File: config.mk
export PLATFORM = sky130hd
export DESIGN_NAME = psram_arbiter_flat
export DESIGN_NICKNAME = d
export VERILOG_FILES = /design/src/rtl/psram_arbiter_if.sv /design/src/rtl/psram_arbiter.sv /design/src/flat_wrapper.sv
export SDC_FILE = /design/constraint.sdc
export NUM_CORES = 1
export LEC_CHECK = 0
export CORE_MARGIN = 2
export CORE_UTILIZATION = 40
export CTS_CLUSTER_SIZE = 16
export DETAILED_ROUTE_END_ITERATION = 16
export PLACE_DENSITY = 0.76
export SLEW_MARGIN = 20
export SYNTH_ARGS = -nofsm -noshare
export SYNTH_HDL_FRONTEND = slang
export SYNTH_SLANG_ARGS = --single-unit
File: constraint.sdc
create_clock -name mem_clk -period 2.85 [get_ports mem_clk]
set_clock_uncertainty 0.1 [all_clocks]
set_input_delay 0.4275 -clock mem_clk [delete_from_list [all_inputs] [get_ports mem_clk]]
set_output_delay 0.4275 -clock mem_clk [all_outputs]
set_load 0.02 [all_outputs]
File: src/rtl/psram_arbiter_if.sv
// psram_arbiter_if: requester ports A/B plus the PSRAM controller command/data bus
interface psram_arbiter_if;
    logic        req_a, req_b, we_a, we_b;
    logic [23:0] addr_a, addr_b, mem_addr;
    logic [15:0] wdata_a, wdata_b, rdata_a, rdata_b, mem_wdata, mem_rdata;
    logic        ack_a, ack_b, err_a, err_b, mem_wdata_oe, endcommand;
    logic [1:0]  rw;
    modport slave (
        input  req_a, req_b, we_a, we_b, addr_a, addr_b, wdata_a, wdata_b, mem_rdata, endcommand,
        output ack_a, ack_b, err_a, err_b, rdata_a, rdata_b, rw, mem_addr, mem_wdata, mem_wdata_oe
    );
    modport master (
        output req_a, req_b, we_a, we_b, addr_a, addr_b, wdata_a, wdata_b, mem_rdata, endcommand,
        input  ack_a, ack_b, err_a, err_b, rdata_a, rdata_b, rw, mem_addr, mem_wdata, mem_wdata_oe
    );
endinterface

File: src/rtl/psram_arbiter.sv
// psram_arbiter: round-robin sharing of one PSRAM controller between two requesters
module psram_arbiter #(
    parameter int GAP_CYCLES     = 4,
    parameter int TIMEOUT_CYCLES = 1024,
    parameter int TO_W           = 11
) (
    input  logic            mem_clk,
    input  logic            rst_n,
    input  logic            qpi_on,
    psram_arbiter_if.slave  bus,
    output logic            busy
);
    localparam int G_W = $clog2(GAP_CYCLES + 1);
    typedef enum logic [2:0] {IDLE, ISSUE, WAIT, DONE, GAP} state_t;
    state_t          state, state_nx;
    logic            sel, last, we, abort, start, grant_b, to_hit;
    logic [TO_W-1:0] tcnt;
    logic [G_W-1:0]  gcnt;
    assign start   = qpi_on & (bus.req_a | bus.req_b);
    assign grant_b = bus.req_b & (~bus.req_a | ~last);
    assign to_hit  = tcnt == TO_W'(TIMEOUT_CYCLES - 1);
    assign busy    = state != IDLE;
    always_ff @(posedge mem_clk)
        state <= !rst_n ? IDLE : state_nx;
    always_comb begin
        state_nx = state;
        case (state)
            IDLE:    state_nx = start ? ISSUE : IDLE;
            ISSUE:   state_nx = WAIT;
            WAIT:    state_nx = (bus.endcommand | to_hit) ? DONE : WAIT;
            DONE:    state_nx = GAP;
            GAP:     state_nx = gcnt == G_W'(1) ? IDLE : GAP;
            default: state_nx = IDLE;
        endcase
    end
    always_ff @(posedge mem_clk) begin
        if (!rst_n) begin
            sel              <= 1'b0;
            last             <= 1'b1;
            we               <= 1'b0;
            abort            <= 1'b0;
            tcnt             <= '0;
            gcnt             <= '0;
            bus.rw           <= 2'd0;
            bus.mem_addr     <= '0;
            bus.mem_wdata    <= '0;
            bus.mem_wdata_oe <= 1'b0;
            bus.ack_a        <= 1'b0;
            bus.ack_b        <= 1'b0;
            bus.err_a        <= 1'b0;
            bus.err_b        <= 1'b0;
            bus.rdata_a      <= '0;
            bus.rdata_b      <= '0;
        end else begin
            bus.ack_a <= 1'b0;
            bus.ack_b <= 1'b0;
            bus.err_a <= 1'b0;
            bus.err_b <= 1'b0;
            case (state)
                IDLE: if (start) begin
                    sel           <= grant_b;
                    last          <= grant_b;
                    we            <= grant_b ? bus.we_b : bus.we_a;
                    bus.mem_addr  <= grant_b ? bus.addr_b : bus.addr_a;
                    bus.mem_wdata <= grant_b ? bus.wdata_b : bus.wdata_a;
                end
                ISSUE: begin
                    bus.rw           <= we ? 2'd1 : 2'd2;
                    bus.mem_wdata_oe <= we;
                    tcnt             <= '0;
                    abort            <= 1'b0;
                end
                WAIT: begin
                    if (bus.endcommand) begin
                        if (!we && sel) bus.rdata_b <= bus.mem_rdata;
                        if (!we && !sel) bus.rdata_a <= bus.mem_rdata;
                    end else if (to_hit) abort <= 1'b1;
                    else tcnt <= tcnt + 1'b1;
                end
                DONE: begin
                    bus.rw           <= 2'd0;
                    bus.mem_wdata_oe <= 1'b0;
                    bus.ack_a        <= ~sel;
                    bus.ack_b        <= sel;
                    bus.err_a        <= ~sel & abort;
                    bus.err_b        <= sel & abort;
                    gcnt             <= G_W'(GAP_CYCLES);
                end
                GAP: gcnt <= gcnt - 1'b1;
                default: ;
            endcase
        end
    end
endmodule
File: src/flat_wrapper.sv
// flat-port wrapper written by rule: the top's interface ports become plain ports
module psram_arbiter_flat 
#(
    parameter int GAP_CYCLES     = 4,
    parameter int TIMEOUT_CYCLES = 1024,
    parameter int TO_W           = 11
)
  (mem_clk, rst_n, qpi_on, busy, bus_req_a, bus_req_b, bus_we_a, bus_we_b, bus_addr_a, bus_addr_b, bus_wdata_a, bus_wdata_b, bus_mem_rdata, bus_endcommand, bus_ack_a, bus_ack_b, bus_err_a, bus_err_b, bus_rdata_a, bus_rdata_b, bus_rw, bus_mem_addr, bus_mem_wdata, bus_mem_wdata_oe);
  psram_arbiter_if bus_i ();
  input  logic mem_clk;
  input  logic rst_n;
  input  logic qpi_on;
  output logic busy;
  input wire logic [$bits(bus_i.req_a)-1:0] bus_req_a;
  input wire logic [$bits(bus_i.req_b)-1:0] bus_req_b;
  input wire logic [$bits(bus_i.we_a)-1:0] bus_we_a;
  input wire logic [$bits(bus_i.we_b)-1:0] bus_we_b;
  input wire logic [$bits(bus_i.addr_a)-1:0] bus_addr_a;
  input wire logic [$bits(bus_i.addr_b)-1:0] bus_addr_b;
  input wire logic [$bits(bus_i.wdata_a)-1:0] bus_wdata_a;
  input wire logic [$bits(bus_i.wdata_b)-1:0] bus_wdata_b;
  input wire logic [$bits(bus_i.mem_rdata)-1:0] bus_mem_rdata;
  input wire logic [$bits(bus_i.endcommand)-1:0] bus_endcommand;
  output wire logic [$bits(bus_i.ack_a)-1:0] bus_ack_a;
  output wire logic [$bits(bus_i.ack_b)-1:0] bus_ack_b;
  output wire logic [$bits(bus_i.err_a)-1:0] bus_err_a;
  output wire logic [$bits(bus_i.err_b)-1:0] bus_err_b;
  output wire logic [$bits(bus_i.rdata_a)-1:0] bus_rdata_a;
  output wire logic [$bits(bus_i.rdata_b)-1:0] bus_rdata_b;
  output wire logic [$bits(bus_i.rw)-1:0] bus_rw;
  output wire logic [$bits(bus_i.mem_addr)-1:0] bus_mem_addr;
  output wire logic [$bits(bus_i.mem_wdata)-1:0] bus_mem_wdata;
  output wire logic [$bits(bus_i.mem_wdata_oe)-1:0] bus_mem_wdata_oe;
  assign bus_i.req_a = bus_req_a;
  assign bus_i.req_b = bus_req_b;
  assign bus_i.we_a = bus_we_a;
  assign bus_i.we_b = bus_we_b;
  assign bus_i.addr_a = bus_addr_a;
  assign bus_i.addr_b = bus_addr_b;
  assign bus_i.wdata_a = bus_wdata_a;
  assign bus_i.wdata_b = bus_wdata_b;
  assign bus_i.mem_rdata = bus_mem_rdata;
  assign bus_i.endcommand = bus_endcommand;
  assign bus_ack_a = bus_i.ack_a;
  assign bus_ack_b = bus_i.ack_b;
  assign bus_err_a = bus_i.err_a;
  assign bus_err_b = bus_i.err_b;
  assign bus_rdata_a = bus_i.rdata_a;
  assign bus_rdata_b = bus_i.rdata_b;
  assign bus_rw = bus_i.rw;
  assign bus_mem_addr = bus_i.mem_addr;
  assign bus_mem_wdata = bus_i.mem_wdata;
  assign bus_mem_wdata_oe = bus_i.mem_wdata_oe;
  psram_arbiter #(.GAP_CYCLES(GAP_CYCLES), .TIMEOUT_CYCLES(TIMEOUT_CYCLES), .TO_W(TO_W)) u_core (.mem_clk(mem_clk), .rst_n(rst_n), .qpi_on(qpi_on), .bus(bus_i), .busy(busy));
endmodule
; ---- Word-level counts from Yosys, hierarchy flattened
; Cells that the tools add are included.
[totals]
regBits = 100
input_bits = 104
wordCells = 70
[classes]
n_mux = 17
n_bitwise = 10
n_addsub = 2
n_eq_ne = 9
reduce_logical = 15
[ops]
columns = op, n
row1 = 24-bit 2-to-1 mux, 1
row2 = 11-bit 2-to-1 mux, 2
row3 = 11-bit one-hot mux with 2 select lines, 1
row4 = 16-bit 2-to-1 mux, 1
row5 = 3-bit one-hot mux with 5 select lines, 1
row6 = 3-bit AND reduction, 4
row7 = "11-bit by 1-bit adder with 11-bit output, second input constant", 1
row8 = "11-bit by 10-bit == test with 1-bit output, second input constant", 1
row9 = "3-bit by 1-bit == test with 1-bit output, second input constant", 2
row10 = "3-bit by 2-bit == test with 1-bit output, second input constant", 2
row11 = 3-bit one-hot mux with 2 select lines, 1
row12 = 2-bit nonzero test, 3
row13 = 1-bit 2-to-1 mux, 5
row14 = 1-bit bitwise AND, 4
row15 = "2-bit inequality test, second input constant", 2
row16 = 1-bit one-hot mux with 2 select lines, 2
row17 = 2-bit one-hot mux with 2 select lines, 1
row18 = 2-bit AND reduction, 2
row19 = "3-bit == test, second input constant", 1
row20 = 3-bit logical NOT, 1
row21 = 3-bit 2-to-1 mux, 1
row22 = 1-bit NOT, 3
row23 = 1-bit bitwise OR, 3
row24 = 3-bit nonzero test, 1
row25 = other kinds (5), 7

; ---- Longest topological paths before layout
; Gate-level depths: netlist of run 1.
[depth]
ltp_word = 4
mapped_depth = 7

; ---- Worst setup path after synthesis of run 1
; No wires, ideal clock.
[synth_timing]
kind = flip-flop to flip-flop
startpoint = register u_core.state[2]
endpoint = register u_core.bus.rdata_a[10]
path_stages_with_launch = 8
arrival_time_ns = 1.618
t_required_ns = 2.622
setup_ns = 0.128
path_slack_ns = 1.005
path_buffers = 3
cell_sequence = dfxtp_1 -> buf_6 -> or3b_4 -> nor4b_4 -> buf_6 -> buf_12 -> mux2i_1 -> nor2_1
[synth_via]
elab_chain_cells = 2
[synth_rtl]
columns = item, line
row1 = start: declaration, psram_arbiter.sv:15  ; state_t state, state_nx;
row2 = start signal: assignment, psram_arbiter.sv:24  ; state <= !rst_n ? IDLE : state_nx;
row3 = 3-bit by 2-bit == test with 1-bit output, psram_arbiter.sv:59  ; case (state)
row4 = 3-bit AND reduction (no line), -
row5 = end signal: assignment, psram_arbiter.sv:76  ; if (!we && !sel) bus.rdata_a <= bus.mem_rdata;
row6 = end: declaration, psram_arbiter_if.sv:10  ; output ack_a, ack_b, err_a, err_b, rdata_a, rdata_b, rw, mem_addr, mem_wdata, mem_wdata_oe
; Every way passes these cells.
; A chain may end at the register's enable or synchronous reset.

; ---- Final worst setup path of run 1
[layout_timing]
startpoint = register u_core.state[2]
endpoint = output busy
[layout_via]
elab_chain_cells = 1
[layout_rtl]
columns = item, line
row1 = 3-bit nonzero test, psram_arbiter.sv:22  ; assign busy = state != IDLE;
row2 = end: declaration, flat_wrapper.sv:13  ; output logic busy;
; Every way passes these cells.

==> metrics.md, run 1 <==
| Metric | Value |
|---|---|
| Most frequent cell after synthesis | `dfxtp_1` |
| Initial antenna violation count | `0` |
| Longest Clk Path Bufs | `2` |
| CP peak stage delay | `700 ps` |
| Crit. path cell count | `2` |
| Mapped Cells | `443` |
| Unique masters post-synth | `45` |
| Placed Instances | `737` |
| Final slew viol count | `0` |
| Post-route ant nets | `0` |
| Syn-to-layout area delta | `49.68%` |
| Design Power | `3.323 mW` |
| Cell taking the most area after synthesis | `dfxtp_1` |
| Status | `complete, no violations` |
| Post-CTS Hold Fix Bufs | `0` |
| FF+latch area | `0.001982 mm^2` |
| I/O Buffers | `183` |
| Post-CTS setup buffers | `0` |
| CTS tree | `built` |
| Syn Area/Cell | `9.676 um^2` |
| Final cell count without fillers | `753` |
| GP Congestion | `0.8311` |
| Hold Path Cell Cnt | `2` |
| DRT Wirelength | `10920 um` |
| Yosys warning count | `0` |
| Fill cell count | `914` |
| Initial Util | `0.4134` |
| RSZ-0062 raised after global routing | `false` |
| WP data arrival | `1860 ps` |
| CTS Buf Count | `9` |
| Worst path bufs/invs | `1` |
| Final Setup Violations | `0` |
| Die Span X | `107.5 um` |
| LEAKAGE | `2.395 nW` |
| CP max-delay cell | `dfxtp_1` |
| Rows | `37` |
| DIE AREA | `0.01156 mm^2` |
| Setup crit start kind | `flop` |
| Core ar. | `0.01037 mm^2` |
| Largest net degree at the start of global routing | `51` |
| DR vias | `3832` |
| CTS resizes | `0` |
| Pre-CTS setup slack | `487.5 ps` |
| Layout cells sized above 1 | `0.05835` |
| Period utilization | `0.8378` |
| CP Capture Type | `primary output` |
| Top FF cell, synth | `dfxtp_1` |
| EDFF count, synth | `0` |
| Register area share after synthesis | `0.4623` |
| GRT overflow | `0` |
| Worst-Margin Slew | `734.9 ps` |
| Ant. Diodes | `0` |
| Clock Latency Late Sink | `360 ps` |
| Reg clk slew, reported paths | `100 ps` |
| CP required | `2320 ps` |
| Crit-path cells | `or3_1, clkdlybuf4s50_1` |
| R2R cell count | `5` |
| Synth async-reset ratio | `0` |
| Syn Nets | `550` |
| Number of global-route vias before repair | `3669` |
| Fmax | `418.8 MHz` |
| Drt first pass iters | `4` |
| Final WS setup | `462.4 ps` |
| TNS Setup | `0 ps` |
| Yosys reg bits | `99` |
| Clock period minus worst slack | `2388 ps` |
| Crit Path Max Fanout | `18` |
| Htree depth | `3` |
| Die Y | `107.5 um` |
| Top cell type's share of synthesized area | `0.4623` |
| WL/cell | `14.50 um` |
| Slew HR | `0.5090` |
| Crit path kind | `reg -> out` |
| Residual DRC | `0` |
| Final hold vios | `0` |
| DRT iter0 DRCs | `106` |
| TritonCTS Sinks | `99` |
| Nets@finish | `719` |
| Max_cap viols | `0` |
| Hpwl dp | `8223 um` |
| VDD IR max | `328.2 uV` |
| Delay-heaviest family, CP | `flip-flops` |
| Footprint of the multi-input gates | `0.002100 mm^2` |
| Synth Cell Area | `0.004287 mm^2` |
| Top cells by area, synth | `dfxtp_1, mux2i_1, nor2_1` |
| First-pass GRT wire length | `17650 um` |
| Worst min path class | `reg -> reg` |
| Leading cell types by count after synthesis | `dfxtp_1, nor2_1, mux2i_1` |
| Gr usage total | `0.1906` |
| Number of I/O pins | `184` |
| Via/cell ratio | `5.089` |
| PwrDens | `517.9 mW/mm^2` |
| Clock root cell | `clkbuf_8` |
==> path summary, 6_finish.rpt <==
path | from | to | slack [ps]
min | u_core.tcnt[10]$_SDFFE_PN0P_ | u_core.tcnt[10]$_SDFFE_PN0P_ | 350
max | u_core.state[2]$_SDFF_PN0_ | busy | 460
max reg2reg | u_core.state[1]$_SDFF_PN0_ | u_core.bus.rdata_a[2]$_SDFFE_PN0P_ | 670
min reg2reg | u_core.tcnt[10]$_SDFFE_PN0P_ | u_core.tcnt[10]$_SDFFE_PN0P_ | 350
==> layout by cell type (no fill, tap or decap), types with 3 or more instances in the layout <==
master and count:
nand2b_1 3, inv_6 3, nor3_1 5, or3_1 4
nand2_1 13, nand4b_1 3, ha_1 3, o21ai_0 13
a21oi_1 14, a31oi_1 5, o311ai_0 4, and2_1 3
nand3_1 5, nor2_1 87, clkbuf_8 9, clkdlybuf4s50_1 183
a211oi_1 41, dfxtp_1 99, buf_4 7, mux2i_1 75
==> worst register-to-register path, stage by stage, from the launching register on <==
cell and delay [ps]:
dfxtp_1 600, or3b_4 480, nor4b_4 260, buf_4 330, mux2i_1 250, nor2_1 60
==> state kept, by name, indices dropped and copies added, names as in the netlist <==
signal,flops
u_core.bus.mem_addr,24
u_core.bus.mem_wdata,16
u_core.bus.rdata_a,16
u_core.bus.rdata_b,16
u_core.tcnt,11
u_core.gcnt,3
u_core.state,3
u_core.bus.rw,2
u_core.abort,1
u_core.bus.ack_a,1
u_core.bus.ack_b,1
u_core.bus.err_a,1
u_core.bus.err_b,1
u_core.last,1
u_core.sel,1
u_core.we,1
==> stage by stage <==
stage                     hold WS, ps  utilization  cell area [um^2]
final                           349.6       0.6187              6416
after global placement          320.3       0.5966              6187
after floorplan                 306.8            -              4287
after CTS                       350.7       0.6187              6416
after detailed placement        335.7       0.5966              6187
after global routing            387.6       0.6187              6416
==> power by group <==
part / switching [mW] / total, mW / internal (mW)
registers: 0.0631 / 1.53 / 1.47
clock network: 0.509 / 1.02 / 0.510
logic: 0.367 / 0.769 / 0.402
==> cell families (layout without fill, tap and decap cells) <==
| logic type | count (synthesis) | count (layout) | share of synthesized area |
|---|---|---|---|
| and+or+nand+nor | 143 | 143 | 0.1670 |
| DFF | 99 | 99 | 0.4623 |
| AOI/OAI and AO/OA | 85 | 85 | 0.1340 |
| muxes | 75 | 75 | 0.1751 |
| buffers and inverters | 37 | 211 | 0.05079 |
| adders and majority gates | 3 | 3 | 0.008758 |
| xor gates and xnor gates | 1 | 1 | 0.002044 |
==> area by class of cell <==
cell class | count | area share
multi-input cells | 307 | 0.3272
flip-flops and latches | 99 | 0.3089
repair buffers | 192 | 0.2999
well taps | 136 | 0.02652
clock buffers | 9 | 0.01931
clock inverters | 7 | 0.01638
inverters | 3 | 0.001755
==> per-layer routing <==
| layer | vias up | share of wire | track usage |
|---|---|---|---|
| li1 | 1932 | - | - |
| met1 | 1737 | 0.41 | 0.2321 |
| met2 | 147 | 0.47 | 0.3032 |
| met3 | 16 | 0.10 | 0.08051 |
| met4 | 0 | 0.017 | 0.06319 |
| met5 | - | 0 | 0 |
Power figures use the tool's default switching activity.
==> run 2: changes to the inputs <==
==> constraint.sdc (replaced) <==
create_clock -name mem_clk -period 2.2 [get_ports mem_clk]
set_clock_uncertainty 0.1 [all_clocks]
set_input_delay 0.33 -clock mem_clk [delete_from_list [all_inputs] [get_ports mem_clk]]
set_output_delay 0.33 -clock mem_clk [all_outputs]
set_load 0.02 [all_outputs]
==> run 2 against run 1 <==
  * Global-route usage up 1.0 points
  * Sequential power grew 29%
  * Cell area is 1.5% higher
  * First-iteration DRC count is 19% higher
  * Final cell count rose by 0.93%
  * Core utilization grew 0.95 points
  * Via count grew 1.8%
  * Power rose by 31%
  * Sequential cell count unchanged
  * Critical path type is now reg -> reg
  * Critical endpoint is now u_core.tcnt[4]$_SDFFE_PN0P_
  * Largest power group unchanged
==> metrics.md, run 2 (synthesized netlist as in run 1, its figures left out) <==
| Metric | Value |
|---|---|
| Status | `complete, no violations` |
| Clock network power share | `0.306` |
| Htree depth | `3` |
| Post-CTS Hold Fix Bufs | `0` |
| CP required | `2380 ps` |
| Commonest non-fill, non-tap cell in the layout | `clkdlybuf4s50_1` |
| WP data arrival | `2170 ps` |
| Register share of total power | `0.456` |
| Worst min path class | `reg -> reg` |
| Core ar. | `0.01037 mm^2` |
| TNS Setup | `0 ps` |
| Final hold vios | `0` |
| Drt first pass iters | `4` |
| Reg clk slew, reported paths | `90 ps` |
| Clock Latency Late Sink | `360 ps` |
| Rows | `37` |
| PwrDens | `667.0 mW/mm^2` |
| Int Power | `3.131 mW` |
| Syn-to-layout area delta | `51.98%` |
| Number of I/O pins | `184` |
| Most frequent cells in the layout | `clkdlybuf4s50_1, dfxtp_1, nor2_1` |
| Gr usage total | `0.2010` |
| DR vias | `3901` |
| Slew HR | `0.6649` |
| WL/cell | `14.93 um` |
| Die Y | `107.5 um` |
| Combinational group share of total power | `0.238` |
| P_sw | `1.214 mW` |
| Worst-Margin Slew | `498.8 ps` |
| TritonCTS Sinks | `99` |
| Pre-CTS setup slack | `17.45 ps` |
| Longest Clk Path Bufs | `2` |
| DRT Wirelength | `11350 um` |
| CP Capture Type | `flop` |
| Crit path kind | `reg -> reg` |
| Register with the most flip-flops | `u_core.bus.mem_addr` |
| Final WS setup | `209.0 ps` |
| Post-route ant nets | `0` |
| Max reg flops | `24` |
| Layout cells sized above 1 | `0.07212` |
| CTS Buf Count | `9` |
| DRT iter0 DRCs | `126` |
| Setup crit start kind | `flop` |
| Residual DRC | `0` |
| Max_cap viols | `0` |
| Fmax | `502.3 MHz` |
| Nets@finish | `726` |
| Crit Path Max Fanout | `5` |
| Largest net degree at the start of global routing | `59` |
| LEAKAGE | `2.456 nW` |
| Ant. Diodes | `0` |
| Initial Util | `0.4134` |
| GRT overflow | `0` |
| Via/cell ratio | `5.133` |
| DIE AREA | `0.01156 mm^2` |
| VDD IR max | `330.7 uV` |
| First-pass GRT wire length | `18350 um` |
| RSZ-0062 raised after global routing | `false` |
| Initial antenna violation count | `0` |
| Number of global-route vias before repair | `3847` |
| Sw Ratio | `0.2795` |
| Period utilization | `0.9050` |
| Design Power | `4.346 mW` |
| I/O Buffers | `183` |
| Setup slack, reg-to-reg | `210 ps` |
| Hpwl dp | `8603 um` |
| Clock root cell | `clkbuf_8` |
| CTS tree | `built` |
| Die Span X | `107.5 um` |
| Final Setup Violations | `0` |
| Final slew viol count | `0` |
| Post-CTS setup buffers | `0` |
| Clock period minus worst slack | `1991 ps` |
| GP Congestion | `1.012` |
==> run 2: cell count changes in the layout (fill, tap and decap cells not counted), sizes merged <==
| cell | change |
|---|---|
| dlymetal6s2s | +1 |
| clkinvlp | +1 |
| buf | +7 |
| clkbuf | +1 |
| inv | -2 |
| clkdlybuf4s50 | -1 |
==> run 2: metrics by stage <==
step / util / instances / hold slack [ps] / cell area (um^2)
floorplan: - / 443 / 306.8 / 4287
global placement: 0.6053 / 744 / 317.2 / 6277
detailed placement: 0.6053 / 744 / 325.5 / 6277
CTS: 0.6280 / 760 / 339.5 / 6513
global route: 0.6283 / 760 / 348.3 / 6515
finish: 0.6283 / 760 / 334.9 / 6515
==> run 2: area by class of cell <==
cell class	instances	area [um^2]
inverters	3	11.26
flip-flops and latches	99	1984
clock inverters	6	95.09
multi-input cells	307	2100
repair buffers	199	2017
well taps	136	170.2
fillers	881	3855
clock buffers	10	137.6
==> run 2: final timing paths <==
check / start / endpoint / cells after the start
worst min register to register: u_core.tcnt[10]$_SDFFE_PN0P_ / u_core.tcnt[10]$_SDFFE_PN0P_ / 2
worst max register to register: u_core.tcnt[0]$_SDFFE_PN0P_ / u_core.tcnt[4]$_SDFFE_PN0P_ / 5
worst max-delay path: u_core.tcnt[0]$_SDFFE_PN0P_ / u_core.tcnt[4]$_SDFFE_PN0P_ / 5
worst min-delay path: u_core.tcnt[10]$_SDFFE_PN0P_ / u_core.tcnt[10]$_SDFFE_PN0P_ / 2
==> run 2: what timing repair did <==
action	in CTS	in global routing
endpoints found under the setup margin	1	2
resized for setup	2	1
pin swaps	0	1
==> run 2: per-layer routing <==
| metal | global-route usage | vias up | share of wire |
|---|---|---|---|
| met1 | 0.2328 | 1807 | 0.40 |
| met2 | 0.3315 | 138 | 0.48 |
| met5 | 0 | - | 0 |
| li1 | - | 1945 | - |
| met3 | 0.07809 | 11 | 0.10 |
| met4 | 0.08242 | 0 | 0.016 |
==> run 2: worst max-delay path, cell delays in order (launching register included) <==
cell and delay (ps):
dfxtp_1 400, ha_1 270, nand4_1 270, nor3_1 510, nor3_1 100, o31ai_1 250
==> run 2: power groups by stage <==
stage	logic (mW)	clock network [mW]	registers [mW]
final	1.03	1.33	1.98
after global routing	1.12	1.44	2.00
after CTS	1.04	1.36	1.98
after detailed placement	1.04	0	2.02
after global placement	1.02	0	2.02
after floorplan	0.416	0	2.13
